`src/rtl/mod_counter_bcd.sv`:
```
// Modulo up/down counter with synchronous load, terminal-count pulse and a
// multi-cycle shift-add-3 binary-to-BCD converter. Define MOD_COUNTER_BCD_SATURATE_EN to saturate instead of wrap.

module mod_counter_bcd_add3 (
  input  logic [3:0] din,
  output logic [3:0] dout
);
  assign dout = (din >= 4'd5) ? din + 4'd3 : din;
endmodule

module mod_counter_bcd #(
  parameter int WIDTH   = 8,
  parameter int MODULUS = 200,
  parameter int DIGITS  = 3
) (
  input  logic                  clk,
  input  logic                  rst,
  input  logic                  en,
  input  logic                  up,
  input  logic                  load,
  input  logic [WIDTH-1:0]      d,
  output logic [WIDTH-1:0]      q,
  output logic                  tc,
  output logic [4*DIGITS-1:0]   bcd,
  output logic                  bcd_valid
);

  localparam int BW = 4 * DIGITS;
  localparam int SW = $clog2(WIDTH + 1);
  localparam logic [WIDTH:0]   MOD_W     = (WIDTH+1)'(MODULUS);
  localparam logic [WIDTH-1:0] Q_MAX     = WIDTH'(MODULUS - 1);
  localparam logic [SW-1:0]    STEP_LAST = SW'(WIDTH - 1);

  // Value taken at the limit when counting past it.
`ifdef MOD_COUNTER_BCD_SATURATE_EN
  localparam logic [WIDTH-1:0] UP_LIM_NXT = Q_MAX;
  localparam logic [WIDTH-1:0] DN_LIM_NXT = '0;
`else
  localparam logic [WIDTH-1:0] UP_LIM_NXT = '0;
  localparam logic [WIDTH-1:0] DN_LIM_NXT = Q_MAX;
`endif

  typedef enum logic {IDLE, CONV} state_t;

  state_t                   state, state_nxt;
  logic [WIDTH-1:0]         cap;
  logic [WIDTH-1:0]         sreg;
  logic [SW-1:0]            step;
  logic [DIGITS-1:0][3:0]   acc;
  logic [DIGITS-1:0][3:0]   acc_adj;
  logic [DIGITS-1:0][3:0]   acc_nxt;
  logic [BW-1:0]            adj_flat;
  logic                     unused_msb;

  // Counter
  always_ff @(posedge clk or posedge rst) begin
    if (rst) begin
      q  <= '0;
      tc <= 1'b0;
    end else begin
      tc <= 1'b0;
      if (load) begin
        q <= ({1'b0, d} < MOD_W) ? d : Q_MAX;
      end else if (en) begin
        if (up) begin
          if (q == Q_MAX) begin
            q  <= UP_LIM_NXT;
            tc <= 1'b1;
          end else begin
            q <= q + WIDTH'(1);
          end
        end else begin
          if (q == '0) begin
            q  <= DN_LIM_NXT;
            tc <= 1'b1;
          end else begin
            q <= q - WIDTH'(1);
          end
        end
      end
    end
  end

  // Per-digit add-3 correction ahead of each shift
  for (genvar g = 0; g < DIGITS; g++) begin : g_dig
    mod_counter_bcd_add3 u_add3 (.din(acc[g]), .dout(acc_adj[g]));
  end

  // Top bit of the most significant digit never carries for legal WIDTH/DIGITS.
  assign adj_flat   = acc_adj;
  assign unused_msb = adj_flat[BW-1];
  assign acc_nxt    = {adj_flat[BW-2:0], sreg[WIDTH-1]};

  always_ff @(posedge clk or posedge rst) begin
    if (rst) state <= IDLE;
    else     state <= state_nxt;
  end

  always_comb begin
    state_nxt = state;
    case (state)
      IDLE: if (q != cap)          state_nxt = CONV;
      CONV: if (step == STEP_LAST) state_nxt = IDLE;
      default:                     state_nxt = IDLE;
    endcase
  end

  always_ff @(posedge clk or posedge rst) begin
    if (rst) begin
      cap  <= '0;
      sreg <= '0;
      acc  <= '0;
      step <= '0;
      bcd  <= '0;
    end else begin
      case (state)
        IDLE: if (q != cap) begin
          cap  <= q;
          sreg <= q;
          acc  <= '0;
          step <= '0;
        end
        CONV: begin
          acc  <= acc_nxt;
          sreg <= sreg << 1;
          step <= step + SW'(1);
          if (step == STEP_LAST) bcd <= acc_nxt;
        end
        default: ;
      endcase
    end
  end

  assign bcd_valid = (state == IDLE) && (q == cap);

endmodule

```
`config.mk`:
```
export PLATFORM = sky130hd
export DESIGN_NAME = mod_counter_bcd
export DESIGN_NICKNAME = d
export VERILOG_FILES = /design/src/rtl/mod_counter_bcd.sv
export SDC_FILE = /design/constraint.sdc
export NUM_CORES = 1
export LEC_CHECK = 0
export CELL_PAD_IN_SITES_DETAIL_PLACEMENT = 2
export CELL_PAD_IN_SITES_GLOBAL_PLACEMENT = 2
export CORE_ASPECT_RATIO = 1.4
export CORE_MARGIN = 2
export CORE_UTILIZATION = 33
export CTS_CLUSTER_SIZE = 14
export DETAILED_ROUTE_END_ITERATION = 10
export PLACE_DENSITY_LB_ADDON = 0.1
export SETUP_SLACK_MARGIN = 0.02
export SYNTH_ARGS = -nofsm -noshare
export SYNTH_HDL_FRONTEND = slang
export SYNTH_SLANG_ARGS = --single-unit
```
`constraint.sdc`:
```
create_clock -name clk -period 2.19 [get_ports clk]
set_clock_uncertainty 0.2 [all_clocks]
set_input_delay 0.657 -clock clk [delete_from_list [all_inputs] [get_ports clk]]
set_output_delay 0.657 -clock clk [all_outputs]
set_load 0.1 [all_outputs]
```
==> impl_metrics.ini <==
[timing]
grt_setup_unrepaired = yes
max_slew.worst_pin.slew_ps = 495.2
final.min_clock_period_ps = 2555
finalHoldViolations = 0
final_min_period_over_clock_period = 1.167
tns_ps = -561.2
final_critical_path_setup_slack_ps = -364.9
max_slew_violation_total_from_the_final_report = 0
final_setup_violation_count = 6
fmaxAchievable_mhz = 391.4
relSlewSlack = 0.6691

[floorplanning]
floorplan.initialDensity = 0.3388
core_region_area_sq_um = 9407
number_of_core_rows = 42
number_of_top_level_design_ports = 35
die-height_microns = 120.3
dieArea_sq_um = 10470
fp.dieW_microns = 87.06

[finish]
area_added_between_synthesis_and_finish_pct = 39.62
final_area_sq_um = 4449
final_util = 0.4730
antenna_cells = 0
layout_common_cells = 46 x sky130_fd_sc_hd__dfrtp_1, 39 x sky130_fd_sc_hd__buf_4, 25 x sky130_fd_sc_hd__buf_12
finish.net_count = 403
post_route_cells_drive_above_1_share = 0.3333
layout.cells.most_common = sky130_fd_sc_hd__dfrtp_1

[global_routing]
grt_remaining_overflow = 0
grt_antenna_before_repair = 0
grt_first_pass_wirelength_microns = 15370
grt_usage = 0.1898
grt_pass1_vias = 3033
maximum_number_of_pins_on_one_net_before_global_route_repair = 41

[power]
switching_power_uw = 2737
intPower_uw = 3330
clock_power_share = 0.135
p_leak_uw = 0.001938
power.share.sequential = 0.299
switching_share = 0.4511
combinationalPowerShare = 0.567
ir_drop_uv = 458.0
p_per_area_nw_per_um2 = 1364

[routing]
routedWlPerCell_microns = 18.76
route.detailed.vias_per_inst = 5.473
drt-total-wl_microns = 9211
vias = 2687
detail_route.first_pass.iterations = 4
first_iter_violations = 56
post-route-drc-count = 0
drtAntennaViolNets = 0

[clock_network]
ctsRootBufferMaster = sky130_fd_sc_hd__clkbuf_16
cts_hold_repair.buffers = 0
tritoncts = done
cts_num_sinks = 54
cts.clk_slew.worst_paths_ps = 70
clock_latency_ps = 300
cts_htree_levels = 2
cts_made_buffers = 5
ctsLongestPathBuffers = 2

[placement]
io_buffers = 34
hpwl_detailed_microns = 6981
detailed_place.area_sq_um = 4138
final_replace_weighted_congestion = 0.7799

[critical_path]
rrSetupSlack_ps = -70
setup.worst_path.class = reg2out
timing.critical_path.to_type = primary output
worst_ep_arrival_time_ps = 1700
endpoint_of_the_worst_setup_timing_path = bcd_valid
critical_r2r_capture = q[0]$_DFFE_PP0P_
critical_path.startpoint = cap[2]$_DFFE_PP0P_
worst_ep_required_time_ps = 1330
reg2regPathDepth = 9
start_kind = register
path_max_fanout = 2
rr_startpoint = q[0]$_DFFE_PP0P_

[flow_run]
max_cap_violations = 0

[worst_hold_path]
min-delay-path-class = reg2reg

[yosys]
synth.net_count = 341
synth.area.top_cells = sky130_fd_sc_hd__dfrtp_1 42%, sky130_fd_sc_hd__mux2_2 5.3%, sky130_fd_sc_hd__ha_1 3.9%
synth-warning-count = 0
asyncSetResetFlopFracSynth = 1.000
synth_top_area_cell = sky130_fd_sc_hd__dfrtp_1
count_of_flip_flops_with_a_built_in_enable_after_synthesis = 0
yosys_register_bits = 54
synth_cell_type_count = 54
yosys_most_used_dff = sky130_fd_sc_hd__dfrtp_1
postSynthCellCount = 318
seq_area_frac_synth = 0.4240
synth_area_sq_um = 3187
syn-mean-instance-area_sq_um = 10.02
synth_top_area_share = 0.4240

[status]
outcome = finished with violations
violated_checks = negative setup slack
## metrics by stage
stage                     std cells  hold slack, ps  setup slack (ps)  total power, uW
after floorplan                 318           243.5            -505.7             4062
after global placement          479           274.5            -142.0             5079
after detailed placement        479           271.7            -172.7             5201
after CTS                       487           286.2            -387.0             6105
after global routing            491           322.9            -417.2             6470
final                           491           282.0            -364.9             6067
## cell families after synthesis
kind of cell / synth area share
muxes: 0.07617
adders and majority gates: 0.03926
xor gates and xnor gates: 0.05144
DFF: 0.4240
buffers and inverters: 0.06242
AOI/OAI and AO/OA: 0.1798
and+or+nand+nor: 0.1669
## flip-flops by register name, indices dropped and copies added (netlist names)
| name | count |
|---|---|
| state | 1 |
| q | 8 |
| acc | 12 |
| bcd | 12 |
| sreg | 8 |
| step | 4 |
| tc | 1 |
| cap | 8 |
## per-layer routing
layer	GRT usage	up-vias	routed length, microns
met3	0.02253	12	166
met4	0.06543	0	188
met5	0	-	0
li1	-	1273	-
met2	0.3693	37	5325
met1	0.2038	1365	3531
## layout make-up
class | instances | area (sq um)
Multi-Input combinational cell | 221 | 1768
Tap cell | 110 | 137.6
Fill cell | 965 | 4957
Clock buffer | 7 | 142.6
Clock inverter | 1 | 5.005
Inverter | 20 | 98.84
Timing Repair Buffer | 78 | 935.9
Sequential cell | 54 | 1361
## cells in the mapped netlist, types with 3 or more instances
| master | count |
|---|---|
| sky130_fd_sc_hd__nand3_1 | 12 |
| sky130_fd_sc_hd__a221o_1 | 7 |
| sky130_fd_sc_hd__mux2_2 | 15 |
| sky130_fd_sc_hd__dfrtp_1 | 54 |
| sky130_fd_sc_hd__mux2i_1 | 4 |
| sky130_fd_sc_hd__mux2_1 | 3 |
| sky130_fd_sc_hd__inv_1 | 19 |
| sky130_fd_sc_hd__o21ai_0 | 15 |
| sky130_fd_sc_hd__nor4_1 | 8 |
| sky130_fd_sc_hd__nor3_1 | 7 |
| sky130_fd_sc_hd__nor2_1 | 14 |
| sky130_fd_sc_hd__clkbuf_1 | 15 |
| sky130_fd_sc_hd__nand2_1 | 21 |
| sky130_fd_sc_hd__ha_1 | 10 |
| sky130_fd_sc_hd__nand2b_1 | 8 |
| sky130_fd_sc_hd__o21a_1 | 4 |
| sky130_fd_sc_hd__buf_6 | 4 |
| sky130_fd_sc_hd__xnor2_1 | 8 |
| sky130_fd_sc_hd__a21oi_1 | 20 |
| sky130_fd_sc_hd__a31oi_1 | 8 |
| sky130_fd_sc_hd__a21o_1 | 5 |
| sky130_fd_sc_hd__xnor2_2 | 3 |
| sky130_fd_sc_hd__a22o_1 | 8 |
| sky130_fd_sc_hd__o211ai_1 | 3 |
| sky130_fd_sc_hd__and2_1 | 5 |
## critical path, cell delays in order, from the launching register on
cell and delay, ps:
sky130_fd_sc_hd__dfrtp_1 400, sky130_fd_sc_hd__xnor2_2 240, sky130_fd_sc_hd__nand4_4 130, sky130_fd_sc_hd__or3_4 400, sky130_fd_sc_hd__clkinv_4 60, sky130_fd_sc_hd__buf_12 160
## power groups by stage
stage	combinational, uW	clock (uW)	sequential, uW
2_1_floorplan	1500	0	2560
3_3_place_gp	3300	0	1780
3_5_place_dp	3390	0	1820
4_1_cts	3440	838	1820
5_1_grt	3720	870	1880
6_report	3440	816	1810
## how the worst min path moves through the flow
stage                              startpoint                   to  slack (ps)  depth (start not counted)
after detailed placement  step[3]$_DFFE_PP0N_  step[3]$_DFFE_PP0N_         270                          1
after global placement    step[3]$_DFFE_PP0N_  step[3]$_DFFE_PP0N_         270                          1
after global routing      step[3]$_DFFE_PP0N_  step[3]$_DFFE_PP0N_         320                          1
after floorplan           step[3]$_DFFE_PP0N_  step[3]$_DFFE_PP0N_         240                          1
final                     step[3]$_DFFE_PP0N_  step[3]$_DFFE_PP0N_         280                          1
after CTS                 step[3]$_DFFE_PP0N_  step[3]$_DFFE_PP0N_         290                          1
## timing repair
| action | CTS | global route |
|---|---|---|
| endpoints found under the hold margin | 0 | 0 |
| pin swaps | 8 | 3 |
| setup buffers | 0 | 5 |
| setup endpoints to repair | 2 | 3 |
| resized for setup | 7 | 18 |
(Power assumes the default switching activity.)
